[src/rtl/imm_gen_stage.sv]
// Pipelined RV32I/RV64I immediate generator with a registered output stage and a 2-entry skid buffer.
// Optional branch/jump target output is enabled by defining IMMGEN_TARGET_EN.
module imm_gen_stage #(
    parameter int XLEN  = 32,
    parameter int TAG_W = 4
) (
    input  logic             clk,
    input  logic             reset,
    input  logic             flush,
    input  logic             in_valid,
    output logic             in_ready,
    input  logic [31:0]      in_instr,
    input  logic [XLEN-1:0]  in_pc,
    input  logic [TAG_W-1:0] in_tag,
    output logic             out_valid,
    input  logic             out_ready,
    output logic [31:0]      out_instr,
    output logic [XLEN-1:0]  out_pc,
    output logic [TAG_W-1:0] out_tag,
    output logic [XLEN-1:0]  out_imm,
    output logic [2:0]       out_fmt,
    output logic             out_illegal
`ifdef IMMGEN_TARGET_EN
    ,
    output logic [XLEN-1:0]  out_target
`endif
);

    localparam logic [2:0] FMT_NONE  = 3'd0;
    localparam logic [2:0] FMT_I     = 3'd1;
    localparam logic [2:0] FMT_S     = 3'd2;
    localparam logic [2:0] FMT_B     = 3'd3;
    localparam logic [2:0] FMT_U     = 3'd4;
    localparam logic [2:0] FMT_J     = 3'd5;
    localparam logic [2:0] FMT_SHAMT = 3'd6;

    typedef struct packed {
        logic [31:0]      instr;
        logic [XLEN-1:0]  pc;
        logic [TAG_W-1:0] tag;
        logic [XLEN-1:0]  imm;
        logic [2:0]       fmt;
        logic             illegal;
`ifdef IMMGEN_TARGET_EN
        logic [XLEN-1:0]  target;
`endif
    } entry_t;

    entry_t dec_entry;
    entry_t main_q, main_d, skid_q, skid_d;
    logic   main_valid_q, main_valid_d, skid_valid_q, skid_valid_d;
    logic   accept, drain;

    logic [6:0] opcode;
    logic [2:0] funct3;
    logic [6:0] hi7;

    assign opcode = in_instr[6:0];
    assign funct3 = in_instr[14:12];
    assign hi7    = in_instr[31:25];

    always_comb begin
        dec_entry       = '0;
        dec_entry.instr = in_instr;
        dec_entry.pc    = in_pc;
        dec_entry.tag   = in_tag;
        case (opcode)
            7'b0110111, 7'b0010111: begin
                dec_entry.fmt = FMT_U;
                dec_entry.imm = {{(XLEN-31){in_instr[31]}}, in_instr[30:12], 12'b0};
            end
            7'b1101111: begin
                dec_entry.fmt = FMT_J;
                dec_entry.imm = {{(XLEN-20){in_instr[31]}}, in_instr[19:12], in_instr[20],
                                 in_instr[30:21], 1'b0};
            end
            7'b1100011: begin
                dec_entry.fmt = FMT_B;
                dec_entry.imm = {{(XLEN-12){in_instr[31]}}, in_instr[7], in_instr[30:25],
                                 in_instr[11:8], 1'b0};
            end
            7'b0100011: begin
                dec_entry.fmt = FMT_S;
                dec_entry.imm = {{(XLEN-11){in_instr[31]}}, in_instr[30:25], in_instr[11:7]};
            end
            7'b0000011, 7'b1100111, 7'b0001111, 7'b1110011: begin
                dec_entry.fmt = FMT_I;
                dec_entry.imm = {{(XLEN-11){in_instr[31]}}, in_instr[30:20]};
            end
            7'b0010011: begin
                if (funct3 == 3'b001 || funct3 == 3'b101) begin
                    dec_entry.fmt = FMT_SHAMT;
                    // RV64 widens the shift amount by one bit, shrinking the must-be-zero field
                    if (XLEN == 64) begin
                        dec_entry.imm     = XLEN'(in_instr[25:20]);
                        dec_entry.illegal = !((hi7[6:1] == 6'b0) ||
                                              (funct3 == 3'b101 && hi7[6:1] == 6'b010000));
                    end else begin
                        dec_entry.imm     = XLEN'(in_instr[24:20]);
                        dec_entry.illegal = !((hi7 == 7'b0) ||
                                              (funct3 == 3'b101 && hi7 == 7'b0100000));
                    end
                end else begin
                    dec_entry.fmt = FMT_I;
                    dec_entry.imm = {{(XLEN-11){in_instr[31]}}, in_instr[30:20]};
                end
            end
            7'b0011011: begin
                if (XLEN != 64) begin
                    dec_entry.illegal = 1'b1;
                end else if (funct3 == 3'b001 || funct3 == 3'b101) begin
                    dec_entry.fmt     = FMT_SHAMT;
                    dec_entry.imm     = XLEN'(in_instr[24:20]);
                    dec_entry.illegal = !((hi7 == 7'b0) ||
                                          (funct3 == 3'b101 && hi7 == 7'b0100000));
                end else begin
                    dec_entry.fmt = FMT_I;
                    dec_entry.imm = {{(XLEN-11){in_instr[31]}}, in_instr[30:20]};
                end
            end
            7'b0110011: dec_entry.fmt = FMT_NONE;
            7'b0111011: dec_entry.illegal = (XLEN != 64);
            default:    dec_entry.illegal = 1'b1;
        endcase
`ifdef IMMGEN_TARGET_EN
        if (dec_entry.fmt == FMT_B || dec_entry.fmt == FMT_J || opcode == 7'b0010111) begin
            dec_entry.target = in_pc + dec_entry.imm;
        end
`endif
    end

    // Inputs are only accepted while the skid slot is free, so skid->main never races an input
    assign accept = in_valid && !skid_valid_q && !flush;
    assign drain  = main_valid_q && out_ready;

    always_comb begin
        main_d       = main_q;
        skid_d       = skid_q;
        main_valid_d = main_valid_q;
        skid_valid_d = skid_valid_q;
        if (flush) begin
            main_valid_d = 1'b0;
            skid_valid_d = 1'b0;
        end else if (!main_valid_q || drain) begin
            if (skid_valid_q) begin
                main_d       = skid_q;
                main_valid_d = 1'b1;
                skid_valid_d = 1'b0;
            end else begin
                main_valid_d = accept;
                if (accept) begin
                    main_d = dec_entry;
                end
            end
        end else if (accept) begin
            skid_d       = dec_entry;
            skid_valid_d = 1'b1;
        end
    end

    always_ff @(posedge clk) begin
        if (reset) begin
            main_q       <= '0;
            skid_q       <= '0;
            main_valid_q <= 1'b0;
            skid_valid_q <= 1'b0;
        end else begin
            main_q       <= main_d;
            skid_q       <= skid_d;
            main_valid_q <= main_valid_d;
            skid_valid_q <= skid_valid_d;
        end
    end

    assign in_ready    = !skid_valid_q;
    assign out_valid   = main_valid_q;
    assign out_instr   = main_q.instr;
    assign out_pc      = main_q.pc;
    assign out_tag     = main_q.tag;
    assign out_imm     = main_q.imm;
    assign out_fmt     = main_q.fmt;
    assign out_illegal = main_q.illegal;
`ifdef IMMGEN_TARGET_EN
    assign out_target  = main_q.target;
`endif

endmodule
[config.mk]
export PLATFORM = sky130hd
export DESIGN_NAME = imm_gen_stage
export DESIGN_NICKNAME = d
export VERILOG_FILES = /design/src/rtl/imm_gen_stage.sv
export SDC_FILE = /design/constraint.sdc
export NUM_CORES = 1
export LEC_CHECK = 0
export ABC_AREA = 1
export CORE_AREA = 4 4 152 125
export DETAILED_ROUTE_END_ITERATION = 10
export DIE_AREA = 0 0 156 129
export PLACE_DENSITY_LB_ADDON = 0.08
export SLEW_MARGIN = 20
export SYNTH_ARGS = -nofsm -noshare
export SYNTH_HDL_FRONTEND = slang
export SYNTH_SLANG_ARGS = --single-unit
[constraint.sdc]
create_clock -name clk -period 2 [get_ports clk]
set_clock_uncertainty 0.15 [all_clocks]
set_input_delay 0.4 -clock clk [delete_from_list [all_inputs] [get_ports clk]]
set_output_delay 0.4 -clock clk [all_outputs]
set_load 0.01 [all_outputs]
==> key figures, run 1 <==
Outcome
  – Status: finished, final reports clean

Global route
  – Initial antenna violation count: 1
  – First-pass GRT wire length: 42.8 mm
  – Vias in the first global route: 8,015
  – GRT Util Overall: 25.7%
  – Largest net degree at the start of global routing: 106
  – Global route overflow: 0

Drt
  – DR iter-0 viols: 835
  – Via density: 5.46
  – WL per Instance: 16.5 µm
  – Vias: 8,865
  – DR pass1 iterations: 5
  – Routed Wire Length: 26.8 mm
  – Routed Antenna Nets: 0
  – DRC: 0

Timing
  – Final period util: 98.1%
  – Final setup viols: 0
  – Final hold slack: 0.140 ns
  – Max-slew headroom: 64.2%
  – Fin. Hold Viols: 0
  – RSZ-0062 raised after global routing: true
  – Tmin final: 1.96 ns
  – Max Clk Rate: 0.510 GHz
  – Post-route setup TNS: 0 ns
  – Worst slew pin tran: 0.536 ns
  – Final critical-path setup slack: 0.0379 ns
  – Fin. max-slew vios: 0

Worst setup path
  – Worst setup SP type: register
  – Critical Path RT: 1.45 ns
  – Cells on worst reg2reg path: 8
  – Critical Path Slowest Stage Cell: clkdlybuf4s50_1
  – Crit path depth: 1
  – Reg2reg start: skid_valid_q
  – Worst path buffer plus inverter count: 1
  – CP Max Fanout: 2
  – Flop-to-flop setup slack: 0.14 ns
  – Slowest Stage Delay on Critical Path: 0.55 ns
  – CP Capture Type: primary output
  – CP arrival: 1.41 ns
  – Critical path, cell by cell: clkdlybuf4s50_1
  – R2r endpoint: out_pc[8]
  – Top Family by Delay on Critical Path: buffers and inverters
  – Crit path kind: register to primary output

Place
  – DP Worst Slack: -0.434 ns
  – IO Port Bufs: 178
  – GPL Wtd Cong: 0.875
  – Cells after DPL: 1,584
  – DP HPWL: 17.0 mm
  – Area post-placement: 11,200 µm²

Pwr
  – VDD IR-drop max: 0.614 mV
  – Sw frac: 23.1%
  – Switching pwr: 2.21 mW
  – Total power: 9.55 mW
  – Pwr dens: 795 nW/µm²
  – Int Pwr: 7.34 mW
  – Leakage power: 5.11 nW
  – Sequential share of power: 45.9%
  – Clk pwr share: 43.6%
  – Combinational power share: 10.5%

Clock network
  – CTS tree: yes
  – Count of hold-fix buffers inserted at cts: 0
  – Clock-pin slew on the worst setup and hold paths: 0.06 ns
  – Root Buffer: clkbuf_16
  – TritonCTS buffer count: 22
  – Clock buffer depth: 3
  – Clk_lat worst skew: 0.50 ns
  – Post-CTS Setup Bufs: 0
  – Sink Count: 210
  – H-tree Lvls: 1

Worst hold path
  – HP Class: input pin to register
  – Hold endpoint: out_instr[2]
  – Hold Crit Depth: 3
  – Hold Crit Start: in_instr[2]

Logic synthesis
  – Syn nets: 1,282
  – Synth top area share: 47.2%
  – Mapped Area: 8910 µm²
  – Synth Register Bits: 210
  – Synth top area cells: dfxtp_1 47%, o21ai_0 12%, nand2_1 9.6%, nor2_1 7.6%, a21oi_1 5.4%
  – Asr flop ratio synth: 0%
  – Mean post-synth cell area: 7.37 µm²
  – Top FF cell, synth: dfxtp_1
  – Cell count after synthesis: 1,209
  – Yosys top cell by area: dfxtp_1
  – EDFF count, synth: 0
  – Synth cell types: 24
  – Sequential area share after synthesis: 47.2%
  – Synth warn: 0
  – Most common cell in the netlist: nand2_1
  – Top cells by count, synth: 228 x nand2_1, 210 x dfxtp_1, 210 x o21ai_0

Finish
  – Share of cells above drive strength 1: 10.4%
  – Register area: 4210 µm²
  – Final Cell Area: 12,000 µm²
  – # diodes: 0
  – Area Growth Syn to Fin: 34.8%
  – Area taken by multi-input logic gates: 4060 µm²
  – Final net count: 1,456
  – Total of fill cells in the finished design: 1,471
  – Finished Layout Cells: 1,624
  – Final Util: 69.5%

Floorplanning
  – Initial Util: 51.6%
  – Die ar.: 20,100 µm²
  – Die width: 156 µm
  – CORE AREA: 17,300 µm²
  – Die H: 129 µm
  – Row count: 43
  – I/O pin cnt: 179

Flow run
  – Total of max-cap violations: 0
==> layer usage <==
| metal | GRT usage [%] | share of wire (%) |
|---|---|---|
| met1 | 39.9 | 47 |
| met2 | 36.9 | 42 |
| met3 | 5.45 | 9.2 |
| met4 | 4.58 | 1.4 |
| met5 | 0 | 0.049 |
==> flip-flops by register name, indices dropped and copies added, names as in the netlist <==
name,flops
out_instr,32
out_fmt,3
skid_valid_q,1
out_tag,4
out_valid,1
out_imm,32
skid_q,104
out_illegal,1
out_pc,32
==> timing repair <==
action / CTS / global route
endpoints found under the setup margin: 2 / 31
endpoints found under the hold margin: 0 / 0
gates cloned: 0 / 0
gates resized for setup: 2 / 17
pin swaps: 0 / 0
==> layout make-up <==
type,count,area share (%)
Sequential cell,210,35.0
Multi-Input combinational cell,857,33.8
Timing Repair Buffer,250,21.3
Clock buffer,34,5.47
Tap cell,225,2.34
Inverter,42,1.38
Clock inverter,6,0.698
==> worst max-delay path by stage <==
stage | from | endpoint | slack (ns)
after floorplan | out_ready | skid_q[103] | 0.41
after global placement | in_instr[4] | skid_q[17] | -0.39
after detailed placement | in_instr[4] | out_imm[20] | -0.43
after CTS | out_instr[25] | out_instr[25] | 0.001
after global routing | skid_valid_q | out_instr[15] | -0.02
final | out_fmt[2] | out_fmt[2] | 0.04
==> power groups by stage <==
stage,Combinational (mW),Clock [mW],Sequential (mW)
finish,0.999,4.16,4.38
global route,1.09,4.44,4.39
CTS,1.00,4.22,4.38
detailed placement,0.995,0,4.47
global placement,0.987,0,4.47
floorplan,0.361,0,4.51
==> cells by family (layout without fill, tap and decap cells) <==
family          Yosys count  after routing  share of synthesized area [%]
buf+inv                 142            332                           7.32
compound gates          374            374                           22.0
flops                   210            210                           47.2
simple gates            483            483                           23.5
==> placed cells by master (no fill, tap or decap), types with 2 or more instances in the layout <==
master           netlist  layout
nor2_4                 3       3
inv_1                 34      32
inv_2                  8       6
dfxtp_1              210     209
clkinv_2               0       5
nand2_1              228     227
buf_4                  9      55
nor2_2                 2       2
nand3_1               32      32
nand4_2               11      11
clkbuf_8               0       4
clkdlybuf4s50_1        0     162
dlymetal6s2s_1         0      14
a21oi_1               96      96
bufinv_16              0       2
inv_4                  0       2
nor2_1               180     180
dlygate4sd2_1          0       2
o21ai_0              210     210
nand3_2                3       3
nand4_1               15      15
clkbuf_16              0      23
nand2_4                3       3
clkbuf_1              62       7
a31oi_1               67      67
buf_12                 0      16
nand2_2                4       5
Power figures use the tool's default switching activity.
==> run 2, diff against run 1 <==
CTS_CLUSTER_DIAMETER = 120   (was unset)
==> results of run 2 <==
Same layout as run 1: the final DEF is identical, and so are final timing and power.
==> run 3, diff against run 2 <==
CTS_BUF_LIST = sky130_fd_sc_hd__clkbuf_4 sky130_fd_sc_hd__clkbuf_8 sky130_fd_sc_hd__clkbuf_16   (was unset)
RECOVER_POWER = 50   (was unset)
TNS_END_PERCENT = 50   (was unset)
==> run 3 against run 2 <==
Against the previous run: fmax up 0.22%; cell area fell by 0.53%; register-to-register slack barely moved; first-iteration DRC count rose by 3.4%; cell count is the same; combinational power down 0.5%; wire length is 0.46% higher; largest cell class unchanged.
==> key figures, run 3 (same netlist as run 1, synthesis figures left out) <==
Pwr
  – VDD IR-drop max: 0.620 mV (was 0.614 mV)
  – Switching pwr: 2.23 mW (was 2.21 mW)
  – Clk pwr share: 44.3% (was 43.6%)
  – Total power: 9.66 mW (was 9.55 mW)
  – Pwr dens: 808 nW/µm² (was 795 nW/µm²)
  – Leakage power: 4.89 nW (was 5.11 nW)
  – Sequential share of power: 45.4% (was 45.9%)
  – Sw frac: 23.1% (about the same)
  – Int Pwr: 7.43 mW (was 7.34 mW)
  – Combinational power share: 10.3% (was 10.5%)

Global route
  – Initial antenna violation count: 1 (unchanged)
  – Largest net degree at the start of global routing: 106 (unchanged)
  – Vias in the first global route: 8,030 (was 8,015)
  – First-pass GRT wire length: 42.8 mm (about the same)
  – Global route overflow: 0 (unchanged)
  – GRT Util Overall: 25.7% (about the same)

Worst setup path
  – Reg2reg start: skid_valid_q (unchanged)
  – Critical path, cell by cell: clkdlybuf4s50_1 (unchanged)
  – CP startpoint: out_fmt[2] (unchanged)
  – CP arrival: 1.41 ns (about the same)
  – Worst path buffer plus inverter count: 1 (unchanged)
  – Slowest Stage Delay on Critical Path: 0.55 ns (about the same)
  – Critical Path RT: 1.45 ns (about the same)
  – Top Family by Delay on Critical Path: buffers and inverters (unchanged)
  – Critical Path Slowest Stage Cell: clkdlybuf4s50_1 (unchanged)
  – Crit path kind: register to primary output (unchanged)
  – CP Max Fanout: 2 (unchanged)
  – Flop-to-flop setup slack: 0.13 ns (was 0.14 ns)
  – Worst setup SP type: register (unchanged)
  – CP Capture Type: primary output (unchanged)

Drt
  – DRC: 0 (unchanged)
  – Routed Wire Length: 26.9 mm (was 26.8 mm)
  – Vias: 8,909 (was 8,865)
  – Routed Antenna Nets: 0 (unchanged)
  – Via density: 5.49 (was 5.46)
  – DR pass1 iterations: 6 (was 5)
  – DR iter-0 viols: 863 (was 835)
  – WL per Instance: 16.6 µm (was 16.5 µm)

Clock network
  – Root Buffer: clkbuf_16 (unchanged)
  – CTS tree: yes (unchanged)
  – TritonCTS buffer count: 22 (unchanged)
  – Clock buffer depth: 3 (unchanged)
  – H-tree Lvls: 1 (unchanged)
  – Clock-pin slew on the worst setup and hold paths: 0.06 ns (about the same)
  – Clk_lat worst skew: 0.50 ns (about the same)
  – Count of hold-fix buffers inserted at cts: 0 (unchanged)
  – Sink Count: 210 (unchanged)

Finish
  – Commonest non-fill, non-tap cell in the layout: nand2_1 (unchanged)
  – Top reg by flops: skid_q (unchanged)
  – Final net count: 1,456 (unchanged)
  – Max reg flops: 104 (unchanged)
  – Most frequent cells in the layout: 228 x nand2_1, 210 x o21ai_0, 209 x dfxtp_1 (was 227 x nand2_1, 210 x o21ai_0, 209 x dfxtp_1)
  – Share of cells above drive strength 1: 10.7% (was 10.4%)
  – Final Util: 69.2% (was 69.5%)
  – Final Cell Area: 11,900 µm² (was 12,000 µm²)
  – # diodes: 0 (unchanged)
  – Area Growth Syn to Fin: 34.1% (was 34.8%)

Timing
  – Final period util: 97.9% (was 98.1%)
  – Post-route setup TNS: 0 ns (unchanged)
  – Fin. Hold Viols: 0 (unchanged)
  – Max-slew headroom: 62.9% (was 64.2%)
  – Max Clk Rate: 0.511 GHz (was 0.510 GHz)
  – Final setup viols: 0 (unchanged)
  – Final critical-path setup slack: 0.0421 ns (was 0.0379 ns)
  – Tmin final: 1.96 ns (about the same)
  – Worst slew pin tran: 0.556 ns (was 0.536 ns)
  – Fin. max-slew vios: 0 (unchanged)
  – RSZ-0062 raised after global routing: true (unchanged)

Place
  – IO Port Bufs: 178 (unchanged)
  – DP Worst Slack: -0.434 ns (unchanged)
  – Area post-placement: 11,200 µm² (unchanged)
  – DP HPWL: 17.0 mm (unchanged)
  – GPL Wtd Cong: 0.875 (unchanged)

Floorplanning
  – CORE AREA: 17,300 µm² (unchanged)
  – Die H: 129 µm (unchanged)
  – Die width: 156 µm (unchanged)
  – Initial Util: 51.6% (unchanged)
  – Row count: 43 (unchanged)
  – I/O pin cnt: 179 (unchanged)
  – Die ar.: 20,100 µm² (unchanged)

Flow run
  – Total of max-cap violations: 0 (unchanged)

Worst hold path
  – Hold Crit Start: in_instr[2] (unchanged)
  – HP Class: input pin to register (unchanged)

Outcome
  – Status: finished, final reports clean (unchanged)
==> run 3: changes by cell type in the layout (fill, tap and decap cells not counted), sizes merged <==
cell and delta:
clkbuf +5, dlymetal6s2s -13, buf -1, clkdlybuf4s25 +9
==> run 3: timing repair <==
| action | 4_1_cts | 5_1_grt |
|---|---|---|
| gates resized for setup | 2 | 17 |
| endpoints found under the setup margin | 2 | 34 |
| gates cloned | 0 | 0 |
| setup buffers | 0 | 0 |
==> run 3: final timing paths <==
| kind | end | cells past startpoint |
|---|---|---|
| setup / recovery | out_fmt[2] | 1 |
| hold reg to reg | out_pc[23] | 2 |
| hold / removal | out_instr[2] | 3 |
| setup reg to reg | out_instr[23] | 8 |
==> run 3: per-layer routing <==
| metal | track usage (%) | part of all wire, % |
|---|---|---|
| met5 | 0 | 0.048 |
| met4 | 4.68 | 1.4 |
| met3 | 5.45 | 8.7 |
| met2 | 37.1 | 43 |
| met1 | 39.8 | 47 |
==> run 3: final cells by class <==
class	instances	area [µm²]
multi-input combinational	857	4050
inverter	42	165
fill	1491	5330
timing repair buffer	250	2470
sequential	210	4210
tap	225	282
clock inverter	6	83.8
clock buffer	34	683
==> run 3: power groups by stage <==
| stage | clock network [mW] | registers [mW] | logic (mW) |
|---|---|---|---|
| 6_report | 4.28 | 4.38 | 0.994 |
| 5_1_grt | 4.54 | 4.39 | 1.08 |
| 4_1_cts | 4.32 | 4.38 | 1.00 |
| 3_5_place_dp | 0 | 4.47 | 0.995 |
| 3_3_place_gp | 0 | 4.47 | 0.987 |
| 2_1_floorplan | 0 | 4.51 | 0.361 |
==> run 3: metrics by stage <==
stage               std cells  hold slack (ns)
CTS                      1624            0.326
finish                   1624            0.142
floorplan                1209            0.294
detailed placement       1584            0.315
global placement         1584            0.308
global route             1624            0.133
==> RTL change, RTL diff (flow settings as in run 3) <==
Make the reset (`reset`) asynchronous in one clocked block.
--- a/src/rtl/imm_gen_stage.sv
+++ b/src/rtl/imm_gen_stage.sv
@@ -158,7 +158,7 @@
         end
     end
 
-    always_ff @(posedge clk) begin
+    always_ff @(posedge clk or posedge reset) begin
         if (reset) begin
             main_q       <= '0;
             skid_q       <= '0;
Formal check against the unedited RTL: not equivalent (Yosys sat finds a counterexample within 4 cycles, from zero or initial values and one cycle with reset high; the reset may be asserted at any time).
==> RTL change against run 3 <==
Sequential share of layout area grew 6.9 points. Synthesized area is 5.1% higher. Die area did not move. Synthesized cell count down 3.6%. Non-clock buffer count shrank 17. Final area grew 4.5%. Critical path depth unchanged. Via count fell by 7.6%. Sequential cell count is the same. Setup slack got worse by 0.014 ns. First-iteration DRC count down 14%. Wire length decreased by 13%. Global-route usage down 2.3 points. Critical endpoint is now out_imm[25].
Power is not compared: it rests on default switching activity, and its combinational part moved more than twofold at a synthesized area within 25%.
==> RTL change: results (changes against run 3) <==
| Metric | Value |
|---|---|
| Setup crit end | out_imm[25] (was out_fmt[2]) |
| Vias in the first global route | 7,646 (was 8,030) |
| Seq/total area | 0.421 (was 0.352) |
| Dpl ws | -0.342 ns (was -0.434 ns) |
| Global-route track usage on met2 | 0.342 (was 0.371) |
| Status | complete, no violations (unchanged) |
| NonClk Buf Share | 0.189 (was 0.207) |
| DR WL/cell | 14.8 um (was 16.6 um) |
| Iteration-0 DRC Markers | 743 (was 863) |
| Area leader, netlist | dfrtp_1 (was dfxtp_1) |
| Fraction of area in multi-input gates | 0.275 (was 0.339) |
| Max Used Layer | met4 (was met5) |
| GRT Util Overall | 0.234 (was 0.257) |
| Met3 GRT Util | 0.0434 (was 0.0545) |
| Post-synth ARST share | 1.00 (was 0) |
| Period utilization | 0.986 (was 0.979) |
| Drt pass-1 iters | 5 (was 6) |
| Routed wire length on met3 | 1690 um (was 2340 um) |
| Clock buf count | 27 (was 34) |
| Multi-Input Combinational | 792 (was 857) |
| R2R depth | 5 (was 8) |
| Non-filler cells in the finished layout | 1,590 (was 1,624) |
| Worst hold slack | 0.330 ns (was 0.142 ns) |
| Reg-to-Reg Start | skid_valid_q$_DFFE_PP0P_ (was skid_valid_q$_SDFFE_PP0P_) |
| Initial antenna violation count | 0 (was 1) |
| Met1 Resource Use GR | 0.366 (was 0.398) |
| Share of layout cells above drive strength 1 | 0.0835 (was 0.107) |
| Hold Crit Class | reg2reg (was in2reg) |
| Post-DP HPWL | 15,700 um (was 17,000 um) |
| Synth cell count leaders | nand2_1, o21ai_0, dfrtp_1 (was nand2_1, dfxtp_1, o21ai_0) |
| Synth top area cells | dfrtp_1, nand2_1, o21ai_0, nor2_1, inv_1 (was dfxtp_1, o21ai_0, nand2_1, nor2_1, a21oi_1) |
| Hold Path Depth | 2 (was 3) |
| Largest net degree at the start of global routing | 78 (was 106) |
| M1 WL | 11,100 um (was 12,700 um) |
| Non-clk bufs | 233 (was 250) |
| Synth cell types | 22 (was 24) |
| Fill cell count | 1,348 (was 1,491) |
| DR WL met2 | 10,200 um (was 11,400 um) |
[RTL change: cell types whose count changed in the layout (fill, tap and decap cells not counted), moves of 18 or more]
| cell | before | now |
|---|---|---|
| inv_1 | 32 | 79 |
| buf_4 | 53 | 33 |
| dfrtp_1 | 0 | 209 |
| clkdlybuf4s50_1 | 162 | 138 |
| nor2_1 | 180 | 105 |
| o21ai_0 | 210 | 228 |
| dfxtp_1 | 209 | 0 |
| dlymetal6s2s_1 | 1 | 26 |
| a21oi_1 | 96 | 2 |
| a31oi_1 | 67 | 26 |
| nand2_1 | 228 | 381 |
[RTL change: where the power goes]
group | switching [mW] | internal, mW
registers | 0.415 | 5.02
clock network | 1.68 | 2.76
logic | 1.01 | 1.03
[RTL change: timing repair]
action / in CTS / in global routing
gates resized for setup: 14 / 27
endpoints found under the hold margin: 0 / 0
buffers inserted: 1 / 0
setup endpoints to repair: 13 / 30
[RTL change: tightest hold or removal path, stage by stage, from the launching register on]
cell and delay [ns]:
dfrtp_1 0.34, nand2_1 0.05, nand2_1 0.05
